[src/rtl/vga_tile_renderer_pkg.sv]
// Shared video constants: palette entries, per-pixel region flags, and a clog2 helper.
// Latency: n/a (types and constants only).
// Backpressure: n/a.
package vga_tile_renderer_pkg;

    // Palette, 8'bRRRGGGBB
    localparam logic [7:0] RGB_OFF       = 8'h00;
    localparam logic [7:0] RGB_BORDER    = 8'b010_010_10;
    localparam logic [7:0] RGB_BORDER_GO = 8'b111_000_00;
    localparam logic [7:0] RGB_CELL_FULL = 8'b100_100_00;
    localparam logic [7:0] RGB_CELL      = 8'hFF;
    localparam logic [7:0] RGB_BG        = 8'b001_001_01;

    // Region flags for one pixel, carried down the pipeline alongside the RAM read
    typedef struct packed {
        logic visible;
        logic border;
        logic dot;
    } meta_t;

    // Ceiling log2, never less than 1 so that derived port widths stay legal
    function automatic int clog2(input int n);
        int r;
        r = 0;
        while ((1 << r) < n) r++;
        return (r < 1) ? 1 : r;
    endfunction

endpackage

[src/rtl/vga_tile_renderer_timing.sv]
// Raster timing: h/v counters, raw sync levels, visible flag and a frame_start pulse.
// Latency: hs_raw/vs_raw/visible are combinational from the counters; frame_start is high while counters are 0,0.
// Backpressure: none, free-running at the pixel clock.
module vga_tile_renderer_timing
    import vga_tile_renderer_pkg::*;
#(
    parameter int H_ACTIVE = 640,
    parameter int H_FP     = 16,
    parameter int H_SYNC   = 96,
    parameter int H_BP     = 48,
    parameter int V_ACTIVE = 400,
    parameter int V_FP     = 12,
    parameter int V_SYNC   = 2,
    parameter int V_BP     = 35,
    parameter bit HS_POL   = 1'b0,
    parameter bit VS_POL   = 1'b1,
    parameter int HW       = clog2(H_ACTIVE + H_FP + H_SYNC + H_BP),
    parameter int VW       = clog2(V_ACTIVE + V_FP + V_SYNC + V_BP)
) (
    input  logic          clk,
    input  logic          rst_n,
    output logic [HW-1:0] h_cnt,
    output logic [VW-1:0] v_cnt,
    output logic          hs_raw,
    output logic          vs_raw,
    output logic          visible,
    output logic          frame_start
);

    localparam int H_TOTAL = H_ACTIVE + H_FP + H_SYNC + H_BP;
    localparam int V_TOTAL = V_ACTIVE + V_FP + V_SYNC + V_BP;

    localparam logic [HW-1:0] H_LAST   = HW'(H_TOTAL - 1);
    localparam logic [VW-1:0] V_LAST   = VW'(V_TOTAL - 1);
    localparam logic [HW-1:0] H_VIS    = HW'(H_ACTIVE);
    localparam logic [VW-1:0] V_VIS    = VW'(V_ACTIVE);
    localparam logic [HW-1:0] HS_START = HW'(H_ACTIVE + H_FP);
    localparam logic [HW-1:0] HS_END   = HW'(H_ACTIVE + H_FP + H_SYNC);
    localparam logic [VW-1:0] VS_START = VW'(V_ACTIVE + V_FP);
    localparam logic [VW-1:0] VS_END   = VW'(V_ACTIVE + V_FP + V_SYNC);

    logic [HW-1:0] h_nxt;
    logic [VW-1:0] v_nxt;

    // Next raster position: h wraps at end of line, v advances on that wrap
    always_comb begin
        h_nxt = h_cnt + 1'b1;
        v_nxt = v_cnt;
        if (h_cnt == H_LAST) begin
            h_nxt = '0;
            v_nxt = (v_cnt == V_LAST) ? '0 : v_cnt + 1'b1;
        end
    end

    // Counter state; frame_start is registered from the next position so it
    // stays low in the first cycle after reset even though counters sit at 0,0
    always_ff @(posedge clk or negedge rst_n) begin
        if (!rst_n) begin
            h_cnt       <= '0;
            v_cnt       <= '0;
            frame_start <= 1'b0;
        end else begin
            h_cnt       <= h_nxt;
            v_cnt       <= v_nxt;
            frame_start <= (h_nxt == '0) && (v_nxt == '0);
        end
    end

    assign hs_raw  = ((h_cnt >= HS_START) && (h_cnt < HS_END)) ? HS_POL : ~HS_POL;
    assign vs_raw  = ((v_cnt >= VS_START) && (v_cnt < VS_END)) ? VS_POL : ~VS_POL;
    assign visible = (h_cnt < H_VIS) && (v_cnt < V_VIS);

endmodule

[src/rtl/vga_tile_renderer.sv]
// Tiled board renderer: raster timing, cell RAM addressing, border/dot colour mux with game-over flash.
// Latency: RAM_LAT+2 clocks from counter position to rgb/hs/vs, all pixel-aligned.
// Backpressure: none; the cell RAM must return data exactly RAM_LAT clocks after the address.
module vga_tile_renderer
    import vga_tile_renderer_pkg::*;
#(
    parameter int H_ACTIVE   = 640,
    parameter int H_FP       = 16,
    parameter int H_SYNC     = 96,
    parameter int H_BP       = 48,
    parameter int V_ACTIVE   = 400,
    parameter int V_FP       = 12,
    parameter int V_SYNC     = 2,
    parameter int V_BP       = 35,
    parameter bit HS_POL     = 1'b0,
    parameter bit VS_POL     = 1'b1,
    parameter int TILE_LOG2  = 4,
    parameter int BOARD_W    = 32,
    parameter int BOARD_H    = 16,
    parameter int BOARD_X0   = 64,
    parameter int BOARD_Y0   = 48,
    parameter int BORDER     = 16,
    parameter int CELL_W     = 4,
    parameter int RAM_LAT    = 1,
    parameter int FLASH_LOG2 = 5
) (
    input  logic                        clk,
    input  logic                        rst_n,
    output logic                        hs,
    output logic                        vs,
    output logic [2:0]                  r,
    output logic [2:0]                  g,
    output logic [1:0]                  b,
    output logic [clog2(BOARD_W)-1:0]   ram_x,
    output logic [clog2(BOARD_H)-1:0]   ram_y,
    input  logic [CELL_W-1:0]           ram_out,
    input  logic                        game_over,
    output logic                        frame_start
);

    localparam int H_TOTAL = H_ACTIVE + H_FP + H_SYNC + H_BP;
    localparam int V_TOTAL = V_ACTIVE + V_FP + V_SYNC + V_BP;
    localparam int HW      = clog2(H_TOTAL);
    localparam int VW      = clog2(V_TOTAL);
    localparam int XW      = clog2(BOARD_W);
    localparam int YW      = clog2(BOARD_H);
    localparam int L       = RAM_LAT + 2;
    localparam int TILE    = 1 << TILE_LOG2;

    // Board and border rectangles as half-open [lo, hi) ranges
    localparam logic [HW-1:0] BX_LO = HW'(BOARD_X0);
    localparam logic [HW-1:0] BX_HI = HW'(BOARD_X0 + (BOARD_W << TILE_LOG2));
    localparam logic [VW-1:0] BY_LO = VW'(BOARD_Y0);
    localparam logic [VW-1:0] BY_HI = VW'(BOARD_Y0 + (BOARD_H << TILE_LOG2));
    localparam logic [HW-1:0] OX_LO = HW'(BOARD_X0 - BORDER);
    localparam logic [HW-1:0] OX_HI = HW'(BOARD_X0 + (BOARD_W << TILE_LOG2) + BORDER);
    localparam logic [VW-1:0] OY_LO = VW'(BOARD_Y0 - BORDER);
    localparam logic [VW-1:0] OY_HI = VW'(BOARD_Y0 + (BOARD_H << TILE_LOG2) + BORDER);

    // Dot occupies tile-local coordinates [2, TILE-2] inclusive on both axes
    localparam logic [TILE_LOG2-1:0] DOT_LO = TILE_LOG2'(2);
    localparam logic [TILE_LOG2-1:0] DOT_HI = TILE_LOG2'(TILE - 2);

    logic [HW-1:0] h_cnt;
    logic [VW-1:0] v_cnt;
    logic          hs_raw;
    logic          vs_raw;
    logic          visible_raw;

    vga_tile_renderer_timing #(
        .H_ACTIVE (H_ACTIVE), .H_FP (H_FP), .H_SYNC (H_SYNC), .H_BP (H_BP),
        .V_ACTIVE (V_ACTIVE), .V_FP (V_FP), .V_SYNC (V_SYNC), .V_BP (V_BP),
        .HS_POL   (HS_POL),   .VS_POL (VS_POL),
        .HW       (HW),       .VW     (VW)
    ) u_timing (
        .clk         (clk),
        .rst_n       (rst_n),
        .h_cnt       (h_cnt),
        .v_cnt       (v_cnt),
        .hs_raw      (hs_raw),
        .vs_raw      (vs_raw),
        .visible     (visible_raw),
        .frame_start (frame_start)
    );

    logic [HW-1:0] x_off;
    logic [VW-1:0] y_off;
    logic          in_board;
    meta_t         meta_nxt;

    // Stage-0 region decode from the raw counters
    always_comb begin
        x_off    = h_cnt - BX_LO;
        y_off    = v_cnt - BY_LO;
        in_board = (h_cnt >= BX_LO) && (h_cnt < BX_HI) &&
                   (v_cnt >= BY_LO) && (v_cnt < BY_HI);
        meta_nxt.visible = visible_raw;
        meta_nxt.border  = (h_cnt >= OX_LO) && (h_cnt < OX_HI) &&
                           (v_cnt >= OY_LO) && (v_cnt < OY_HI) && !in_board;
        meta_nxt.dot     = in_board &&
                           (x_off[TILE_LOG2-1:0] >= DOT_LO) && (x_off[TILE_LOG2-1:0] <= DOT_HI) &&
                           (y_off[TILE_LOG2-1:0] >= DOT_LO) && (y_off[TILE_LOG2-1:0] <= DOT_HI);
    end

    // Stage 1: cell address, held outside the board so the RAM sees no spurious reads
    always_ff @(posedge clk or negedge rst_n) begin
        if (!rst_n) begin
            ram_x <= '0;
            ram_y <= '0;
        end else if (in_board) begin
            ram_x <= XW'(x_off >> TILE_LOG2);
            ram_y <= YW'(y_off >> TILE_LOG2);
        end
    end

    // Region flags delayed so that meta_pipe[RAM_LAT] lines up with ram_out
    meta_t meta_pipe [RAM_LAT+1];
    always_ff @(posedge clk or negedge rst_n) begin
        if (!rst_n) begin
            for (int i = 0; i <= RAM_LAT; i++) meta_pipe[i] <= '0;
        end else begin
            meta_pipe[0] <= meta_nxt;
            for (int i = 1; i <= RAM_LAT; i++) meta_pipe[i] <= meta_pipe[i-1];
        end
    end

    // Sync levels delayed by the full pipeline depth to stay aligned with rgb
    logic [L-1:0] hs_pipe;
    logic [L-1:0] vs_pipe;
    always_ff @(posedge clk or negedge rst_n) begin
        if (!rst_n) begin
            hs_pipe <= {L{~HS_POL}};
            vs_pipe <= {L{~VS_POL}};
        end else begin
            hs_pipe <= {hs_pipe[L-2:0], hs_raw};
            vs_pipe <= {vs_pipe[L-2:0], vs_raw};
        end
    end
    assign hs = hs_pipe[L-1];
    assign vs = vs_pipe[L-1];

    logic                  go_lat;
    logic [FLASH_LOG2:0]   flash_cnt;

    // Game-over latch and flash counter move only at frame_start, so a frame never tears
    always_ff @(posedge clk or negedge rst_n) begin
        if (!rst_n) begin
            go_lat    <= 1'b0;
            flash_cnt <= '0;
        end else if (frame_start) begin
            go_lat <= game_over;
            if (!game_over)  flash_cnt <= '0;
            else if (go_lat) flash_cnt <= flash_cnt + 1'b1;
        end
    end

    logic [7:0] rgb_nxt;
    logic [7:0] rgb;

    // Colour priority: blanking, border (flashing), full cell, occupied cell, background
    always_comb begin
        rgb_nxt = RGB_BG;
        if (!meta_pipe[RAM_LAT].visible)
            rgb_nxt = RGB_OFF;
        else if (meta_pipe[RAM_LAT].border)
            rgb_nxt = (go_lat && flash_cnt[FLASH_LOG2]) ? RGB_BORDER_GO : RGB_BORDER;
        else if (meta_pipe[RAM_LAT].dot && (&ram_out))
            rgb_nxt = RGB_CELL_FULL;
        else if (meta_pipe[RAM_LAT].dot && (|ram_out))
            rgb_nxt = RGB_CELL;
    end

    // Stage L: registered pixel colour
    always_ff @(posedge clk or negedge rst_n) begin
        if (!rst_n) rgb <= RGB_OFF;
        else        rgb <= rgb_nxt;
    end
    assign {r, g, b} = rgb;

endmodule

[config.mk]
export PLATFORM = sky130hd
export DESIGN_NAME = vga_tile_renderer
export DESIGN_NICKNAME = d
export VERILOG_FILES = /design/src/rtl/vga_tile_renderer_pkg.sv /design/src/rtl/vga_tile_renderer_timing.sv /design/src/rtl/vga_tile_renderer.sv
export SDC_FILE = /design/constraint.sdc
export NUM_CORES = 1
export LEC_CHECK = 0
export CAP_MARGIN = 40
export CELL_PAD_IN_SITES_DETAIL_PLACEMENT = 1
export CELL_PAD_IN_SITES_GLOBAL_PLACEMENT = 1
export CORE_ASPECT_RATIO = 0.8
export CORE_UTILIZATION = 42
export CTS_BUF_LIST = sky130_fd_sc_hd__clkbuf_8
export DETAILED_ROUTE_END_ITERATION = 10
export PLACE_DENSITY_LB_ADDON = 0.1
export SLEW_MARGIN = 10
export SYNTH_ARGS = -nofsm -noshare
export SYNTH_HDL_FRONTEND = slang
export SYNTH_HIERARCHICAL = 1
export SYNTH_SLANG_ARGS = --single-unit
[constraint.sdc]
create_clock -name clk -period 1.9 [get_ports clk]
set_clock_uncertainty 0.2 [all_clocks]
set_input_delay 0.38 -clock clk [delete_from_list [all_inputs] [get_ports clk]]
set_output_delay 0.38 -clock clk [all_outputs]
set_load 0.1 [all_outputs]
# After elaboration in Yosys (flattened, before gate mapping)

Cells that the tools add are included.

Flip-flop bits (word level): 56
Input port bits: 7
Output and inout bits: 20
Word-level logic and storage cells: 78

Add/sub/neg operators: 5
$lt $le $gt $ge: 18
Equal/unequal tests: 3
Mux-type cells: 12
Reduce and logical (&&, ||, !) cells: 24

Operators by type and width:

| cell                                                                                  | number |
|---|---|
| 10-bit less-than comparator (second input constant)                                   | 4 |
| 8-bit 2-to-1 mux                                                                      | 5 |
| 9-bit less-than comparator (second input constant)                                    | 4 |
| 9-bit by 6-bit greater-or-equal comparator with 1-bit output (second input constant)  | 2 |
| 1-bit logical AND                                                                     | 18 |
| 9-bit 2-to-1 mux                                                                      | 2 |
| 6-bit 2-to-1 mux                                                                      | 2 |
| 10-bit by 1-bit adder with 10-bit output (second input constant)                      | 1 |
| 10-bit equality test (second input constant)                                          | 1 |
| 10-bit greater-or-equal comparator (second input constant)                            | 1 |
| 10-bit by 6-bit greater-or-equal comparator with 1-bit output (second input constant) | 1 |
| 10-bit by 7-bit greater-or-equal comparator with 1-bit output (second input constant) | 1 |
| 10-bit zero test                                                                      | 1 |
| 10-bit 2-to-1 mux                                                                     | 1 |
| 9-bit by 1-bit adder with 9-bit output (second input constant)                        | 1 |
| 9-bit equality test (second input constant)                                           | 1 |
| 9-bit greater-or-equal comparator (second input constant)                             | 1 |
| 9-bit zero test                                                                       | 1 |
| 9-bit by 7-bit subtractor with 9-bit output (second input constant)                   | 1 |
| 4-bit by 2-bit greater-or-equal comparator with 1-bit output (second input constant)  | 2 |
| 4-bit <= comparator (second input constant)                                           | 2 |
| 8-bit by 6-bit subtractor with 8-bit output (second input constant)                   | 1 |
| 6-bit by 1-bit adder with 6-bit output (second input constant)                        | 1 |
| 4-bit AND reduction                                                                   | 1 |
| other kinds (5)                                                                       | 6 |

# Longest topological paths before layout

Depth after elaboration: 8
Mapped depth: 7

# Modules after synthesis

The synthesis kept the hierarchy.

By module, submodules not included:

| module                   | times used | cells each | area an instance (µm²) |
|---|---|---|---|
| vga_tile_renderer        | 1          | 133        | 1,539.0 |
| vga_tile_renderer_timing | 1          | 156        | 1,396.3 |

# Worst setup path after synthesis

OpenSTA, ideal clock, no wires.

Path kind: flip-flop to flip-flop
From: register u_timing.h_cnt[0]
To: register u_timing.frame_start
Setup time: 0.096 ns
Arrival: 1.825 ns
Slack: -0.220 ns
Stages on the path, launching flop included: 7
Buffers on the path: 0
Cell sequence: dfrtp_1 > ha_1 > nand3_1 > nor3_4 > mux2i_1 > o221ai_1 > nor4_2

Longest elaborated chain between the ends: 4

Ends and longest elaborated chain:

| item                                                                                    | line                                                           | text |
|---|---|---|
| start: declaration                                                                      | vga_tile_renderer_timing.sv:22                                 | `output logic [HW-1:0] h_cnt,` |
| start signal: assignment                                                                | vga_tile_renderer_timing.sv:63                                 | `h_cnt <= h_nxt;` |
| 10-bit by 1-bit adder with 10-bit output / 10-bit equality test (equally long branches) | vga_tile_renderer_timing.sv:47, vga_tile_renderer_timing.sv:49 |  |
| 10-bit 2-to-1 mux / 9-bit 2-to-1 mux (equally long branches)                            | vga_tile_renderer_timing.sv:49                                 | `if (h_cnt == H_LAST) begin` |
| 10-bit zero test / 9-bit zero test (equally long branches)                              | vga_tile_renderer_timing.sv:65                                 | `frame_start <= (h_nxt == '0) && (v_nxt == '0);` |
| 1-bit logical AND (*)                                                                   | vga_tile_renderer_timing.sv:65                                 |  |
| end signal: assignment                                                                  | vga_tile_renderer_timing.sv:65                                 |  |
| end: declaration                                                                        | vga_tile_renderer_timing.sv:27                                 | `output logic frame_start` |

Every way passes the cells marked *; elsewhere a longest branch is shown, timed or not.
A chain may end at the register's enable or synchronous reset.

# Worst setup path after layout

From: register u_timing.v_cnt[3]
To: register ram_x[0]

Longest elaborated chain between the ends: 3

Ends and longest elaborated chain:

| item                                                         | line                           | text |
|---|---|---|
| start: declaration                                           | vga_tile_renderer_timing.sv:23 | `output logic [VW-1:0] v_cnt,` |
| start signal: assignment                                     | vga_tile_renderer_timing.sv:64 | `v_cnt <= v_nxt;` |
| 9-bit by 6-bit greater-or-equal comparator with 1-bit output | vga_tile_renderer.sv:96        | `(v_cnt >= BY_LO) && (v_cnt < BY_HI);` |
| 1-bit logical AND                                            | vga_tile_renderer.sv:95        | `in_board = (h_cnt >= BX_LO) && (h_cnt < BX_HI) &&` |
| 1-bit logical AND (*)                                        | vga_tile_renderer.sv:96        |  |
| end signal: assignment                                       | vga_tile_renderer.sv:111       | `ram_x <= XW'(x_off >> TILE_LOG2);` |
| end: declaration                                             | vga_tile_renderer.sv:34        | `output logic [clog2(BOARD_W)-1:0] ram_x,` |

Marks and branches as above.

==> impl_results.md <==
* # IOs at 27
* Worst-margin pin slew at 0.595 ns
* Global-route wire length before repair at 16300 µm
* Post-synth top area share at 43.5%
* Synthesized flop and latch total at 54
* Layout cells sized above 1 at 45.1%
* Crit-path cells: buf_4 > nor4_2 > buf_4 > a211oi_1 > a221o_1 > buf_6 > mux2_4
* Async set or reset register ratio after synthesis at 100%
* Outcome: finished, violations left
* Violated checks: negative setup slack
* Routed WL at 11100 µm
* Kind of critical path: reg -> reg
* Fin crit share at 114%
* Placer Congestion at 0.922
* Count leader, synth: dfrtp_1
* Pre-Repair DR Iteration Count at 5
* Combinational share of power at 2.4%
* Worst-skew pair later-pin latency at 0.32 ns
* Core Util, Final at 66.9%
* DRC Markers at 0
* DP HPWL at 6910 µm
* Sink Count at 54
* Die Wd at 95.5 µm
* Total of max-cap violations at 0
* Number of global-route vias before repair at 2992
* Synthesized Nets at 305
* Endpoint class of the critical path: flop
* Final hold slack at 0.163 ns
* Sequential share of power at 59.8%
* Number of placement rows at 26
* Final Hold Viols at 0
* Final net count at 410
* Area grow syn2layout at 49.8%
* WHS Path Cells at 0
* Post-synth EDFFs at 0
* Avg WL per Cell at 23.2 µm
* Mean Syn Cell Area at 10.2 µm²
* Reg2reg path depth at 7
* Tmin final at 2.16 ns
* Syn Inst Count at 289
* Sw Ratio at 23.6%
* Vias at 2874
* # diodes at 0
* Clk buf depth at 2
* Core Area at 6570 µm²
* Via density per instance at 6.00
* GRT Util Overall at 29.7%
* Worst-path clk slew at 0.11 ns
* Pins Over Slew Limit at 0
* Inserted Clock Buffers at 5
* TritonCTS clock tree: yes
* Worst relative slew slack at 60.0%
* Antenna viol nets, final at 0
* Most instantiated cells after synthesis: dfrtp_1 (51), o21ai_0 (23), inv_1 (20), nor2_1 (19), nand3_1 (18)
* Post-DP Area at 3980 µm²
* Distinct cells, synth at 61
* Smallest setup slack after layout at -0.265 ns
* Hold Crit Class: reg -> reg
* Post-synth top flop: dfrtp_1
* PwrDens at 437 nW/µm²
* DRT iter0 DRCs at 149
* Slowest stage cell on the critical path: dfrtp_1
* Mapped Area at 2940 µm²
* Pint at 1.47 mW
* Die Span Y at 76.8 µm
* Largest net degree at the start of global routing at 55
* Critical Path Most Common Cell: buf_4
* Overall power at 1.92 mW
* Sequential area share after synthesis at 46.2%
* Setup violations, final at 20
* Setup WS pre-CTS at -0.227 ns
* Maximum clock rate at 0.462 GHz
* Max rail drop VDD at 0.398 mV
* Syn. warnings at 6
* Largest area contributor in the netlist: dfrtp_1
* Clock root buffer: clkbuf_8
* Critical path startpoint category: flop
* Die Area at 7330 µm²
* Clock power frac at 37.8%
* Dominant cells by area after synthesis: dfrtp_1 (43%), o21ai_0 (3.9%), ha_1 (3.8%)
* Antenna violations before repair at 0
* RSZ-0062 raised after global routing: true
* Initial Util at 44.7%
* H-tree depth at 2
* Post-route cell area at 4400 µm²
* Total gr overflow at 0
* P_sw at 0.454 mW
* P_leak at 1.97 nW
* Final Non-Filler Cells at 479
* CP Data Arrival Time at 2.18 ns
* TNS Setup at -3.23 ns
* Crit Path Max Fanout at 6
* # port buffers at 26
* Placed cells at 453
* Largest stage delay on the critical path at 0.40 ns
* CP required at 1.91 ns
[logic make-up (layout without fill, tap and decap cells)]
kind of cell | Yosys count | count (layout) | synth area share [%]
multiplexers | 11 | 11 | 4.82
AND/OR/NAND/NOR | 100 | 100 | 19.8
flip-flops | 54 | 54 | 46.2
XOR/XNOR | 16 | 16 | 4.77
buffers and inverters | 36 | 142 | 6.65
adder cells (fa/ha/maj) | 9 | 9 | 3.84
AO/OA/AOI/OAI | 63 | 63 | 13.9
[cell usage in the layout (no fill, tap or decap), drive strengths merged, types with 6 or more instances in the layout]
cell type and n:
a21oi 10, clkbuf 6, nor4 7, nor2 19, o21ai 24, nand3 19, xor2 8, nor3 7
dfrtp 51, nand4 8, inv 21, xnor2 8, nand2 14, ha 9, buf 108, mux2 7
[flip-flops by register name, summed over array words and instances, names as in the netlist]
register / cells
u_timing/h_cnt: 10
u_timing/v_cnt: 9
flash_cnt: 6
meta_pipe: 6
rgb: 6
ram_x: 5
ram_y: 4
hs_pipe: 3
vs_pipe: 3
go_lat: 1
u_timing/frame_start: 1
[area by class of cell]
cell class                 instances  area [µm²]
timing repair buffer             114        1150
sequential                        54        1370
clock buffer                       6        82.6
clock inverter                     2        16.3
inverter                          20        75.1
multi-input combinational        199        1600
tap                               84         105
fill                             698        2170
[path summary, 6_finish.rpt]
check	start	endpoint	slack [ns]
worst max-delay path	u_timing/v_cnt[3]$_DFF_PN0_	ram_x[0]$_DFFE_PN0P_	-0.26
worst min-delay path	meta_pipe[4]$_DFF_PN0_	meta_pipe[1]$_DFF_PN0_	0.16
worst max register to register	u_timing/v_cnt[3]$_DFF_PN0_	ram_x[0]$_DFFE_PN0P_	-0.26
worst min register to register	meta_pipe[4]$_DFF_PN0_	meta_pipe[1]$_DFF_PN0_	0.16
max in group asynchronous	rst_n	hs_pipe[0]$_DFF_PN1_	0.83
min in group asynchronous	rst_n	ram_x[1]$_DFFE_PN0P_	0.37
[metal layers]
metal	wire length, µm	vias to the layer above	GRT usage (%)
met3	619	40	6.05
met4	440	0	11.8
met1	4600	1460	39.4
li1	-	1244	-
met5	0	-	0
met2	5440	130	46.9
[worst max-delay path: cells and delay by family (launching register included)]
| kind | cells | cell delay, ns |
|---|---|---|
| AOI/OAI and AO/OA | 2 | 0.41 |
| buffers and inverters | 3 | 0.50 |
| DFF | 1 | 0.40 |
| muxes | 1 | 0.30 |
| and+or+nand+nor | 1 | 0.26 |
[what timing repair did]
item	4_1_cts	5_1_grt
pin swaps	6	7
buffers inserted	5	12
hold buffers	1	0
setup endpoints to repair	18	22
resized for setup	28	19
endpoints found under the hold margin	51	0
[power by group through the flow]
stage          Clock, mW  Combinational (mW)  Sequential (mW)
4_1_cts            0.722              0.0484             1.15
3_3_place_gp           0              0.0447             1.17
3_5_place_dp           0              0.0467             1.17
2_1_floorplan          0            0.000631             1.17
5_1_grt            0.780              0.0525             1.15
6_report           0.726              0.0467             1.15
Power figures use the tool's default switching activity.
==> edit: new RTL, config.mk and constraints unchanged <==
`H_BP` is set to 48 in 2 places; all go to 96.
--- a/src/rtl/vga_tile_renderer_timing.sv
+++ b/src/rtl/vga_tile_renderer_timing.sv
@@ -7,7 +7,7 @@
     parameter int H_ACTIVE = 640,
     parameter int H_FP     = 16,
     parameter int H_SYNC   = 96,
-    parameter int H_BP     = 48,
+    parameter int H_BP     = 96,
     parameter int V_ACTIVE = 400,
     parameter int V_FP     = 12,
     parameter int V_SYNC   = 2,
--- a/src/rtl/vga_tile_renderer.sv
+++ b/src/rtl/vga_tile_renderer.sv
@@ -7,7 +7,7 @@
     parameter int H_ACTIVE   = 640,
     parameter int H_FP       = 16,
     parameter int H_SYNC     = 96,
-    parameter int H_BP       = 48,
+    parameter int H_BP       = 96,
     parameter int V_ACTIVE   = 400,
     parameter int V_FP       = 12,
     parameter int V_SYNC     = 2,
Formal check against the unedited RTL: same outputs for any inputs over 10 cycles, from zero or initial values and one cycle with rst_n low; that may be too few to reach the edited logic, so the function may still have changed.
==> edit against the unedited design <==
The flow still finishes with violations (negative setup slack); worst setup slack lost 160 ps; non-clock buffer count shrank 8; routed wire length shrank 6.2%; global-route usage shrank 3.1 points; total power grew 5.3%; sequential cell count is the same; final area shrank 3.2%; maximum frequency shrank 7.1%; critical path depth is the same; area after synthesis shrank 3.9%; sequential power is essentially flat; hold slack lost 1.5 ps; highest routed layer unchanged.
==> edit: results <==
set metrics [dict create \
    ys_types 54 \
    ys_seq_area_frac 0.480 \
    r2r_cells 7 \
    grt_max_degree 29 \
    grt_pass1_wl_um 13600 \
    layout-drive-gt1-share 0.446 \
    ys_async_sr_fraction 1.00 \
    critPathKind "reg2reg" \
    worst_path_max_delay_cell "or3_4" \
    drt_first_pass_iters 4 \
    antenna_found_initial 0 \
    worstMarginPinSlew_ps 605 \
    crit_family "simple AND/OR/NAND/NOR gates" \
    outcome "finished, violations left" \
    rr_startpoint "u_timing/h_cnt[1]" \
    drtIter0Drc 131 \
    clockBufferDepth 2 \
    totalWireLength_um 10400 \
    cpPeakStageDelay_ps 450 \
    synth.area.top_cells "dfrtp_1 (45%), ha_1 (4.0%), o21ai_0 (3.5%)" \
    wl_met2_um 5510 \
    fin_ws_ps -429 \
    largest_register_ffs 10 \
    wl_met3_um 386 \
    end_kind "flop" \
    h-tree-depth 2 \
    hpwl_um 6300 \
    via_per_inst 5.56 \
    cts_made_buffers 5 \
    setup_viol 18 \
    synth_top_cells_by_count "dfrtp_1 (51), nor2_1 (23), nand2_1 (20), o21ai_0 (20), inv_1 (16)" \
    cts_root_buf "clkbuf_8" \
    cp-endpoint "u_timing/frame_start" \
    globalplace.congestion 0.872 \
    largestRegisters "u_timing/h_cnt: 10 flops, u_timing/v_cnt: 9 flops" \
    antenna_cells 0 \
    cp_max_fo 3 \
    wirelength_met1_um 4360 \
    hp-class "reg2reg" \
    leakagePower_nw 1.97 \
    gr-usage-all-layers 0.266 \
    cp.arrival_ps 2360 \
    top_layer "met4" \
    grt_pass1_vias 2542 \
    post-place-ws_ps -295 \
    irDropWorstVdd_mv 0.266 \
    port_buffers 26 \
    violations "negative setup slack" \
    nets 387 \
    clk_pin_slew_ps 100 \
    syn_nets 287 \
]
[edit: worst min-delay path by stage]
| stage | depth (start not counted) | to | slack, ps | startpoint |
|---|---|---|---|---|
| after detailed placement | 0 | vs_pipe[2] | 140 | vs_pipe[1] |
| after global routing | 0 | vs_pipe[2] | 170 | vs_pipe[1] |
| after floorplan | 0 | flash_cnt[0] | -120 | rst_n |
| final | 0 | vs_pipe[2] | 160 | vs_pipe[1] |
| after global placement | 0 | meta_pipe[2] | 130 | meta_pipe[5] |
| after CTS | 0 | hs_pipe[1] | 170 | hs_pipe[0] |
[edit: area by class of cell]
cell class | count | area, um2
multi-input combinational | 188 | 1510
fill | 653 | 2180
sequential | 54 | 1360
tap | 84 | 105
timing repair buffer | 106 | 1100
clock inverter | 3 | 48.8
clock buffer | 5 | 68.8
inverter | 16 | 60.1
[edit: cells by family (layout without fill, tap and decap cells)]
family,after synthesis,count (layout),share of synthesized area
xor gates and xnor gates,20,20,0.0621
muxes,10,10,0.0466
and+or+nand+nor,100,100,0.202
adders and majority gates,9,9,0.0399
buffers and inverters,29,130,0.0523
DFF,54,54,0.480
AOI/OAI and AO/OA,49,49,0.117
[edit: power by group]
part / leakage [nW] / switching, mW / internal [mW]
combinational: 1.25 / 0.0304 / 0.0157
sequential: 0.665 / 0 / 1.15
clock: 0.0563 / 0.427 / 0.402
total: 1.97 / 0.458 / 1.57
[edit: stage by stage]
stage               setup TNS, ps  utilization  instances  total power, mW  instance area [um2]
floorplan                    -743            -        271             1.17                 2850
global placement            -3020        0.589        430             1.21                 3790
detailed placement          -3440        0.589        430             1.22                 3790
CTS                         -2440        0.623        441             2.02                 4010
global route                -5340        0.661        456             2.08                 4260
finish                      -3770        0.661        456             2.02                 4260
[edit: metal layers]
layer	vias to the layer above	GRT usage
met3	15	0.0509
met4	0	0.0838
met1	1308	0.336
met2	66	0.471
li1	1148	-
met5	-	0
[edit: timing repair]
item,4_1_cts,5_1_grt
setup endpoints to repair,21,24
buffers inserted,3,17
resized for setup,17,35
hold buffers,1,0
hold endpoints to repair,53,0
pin swaps,3,14
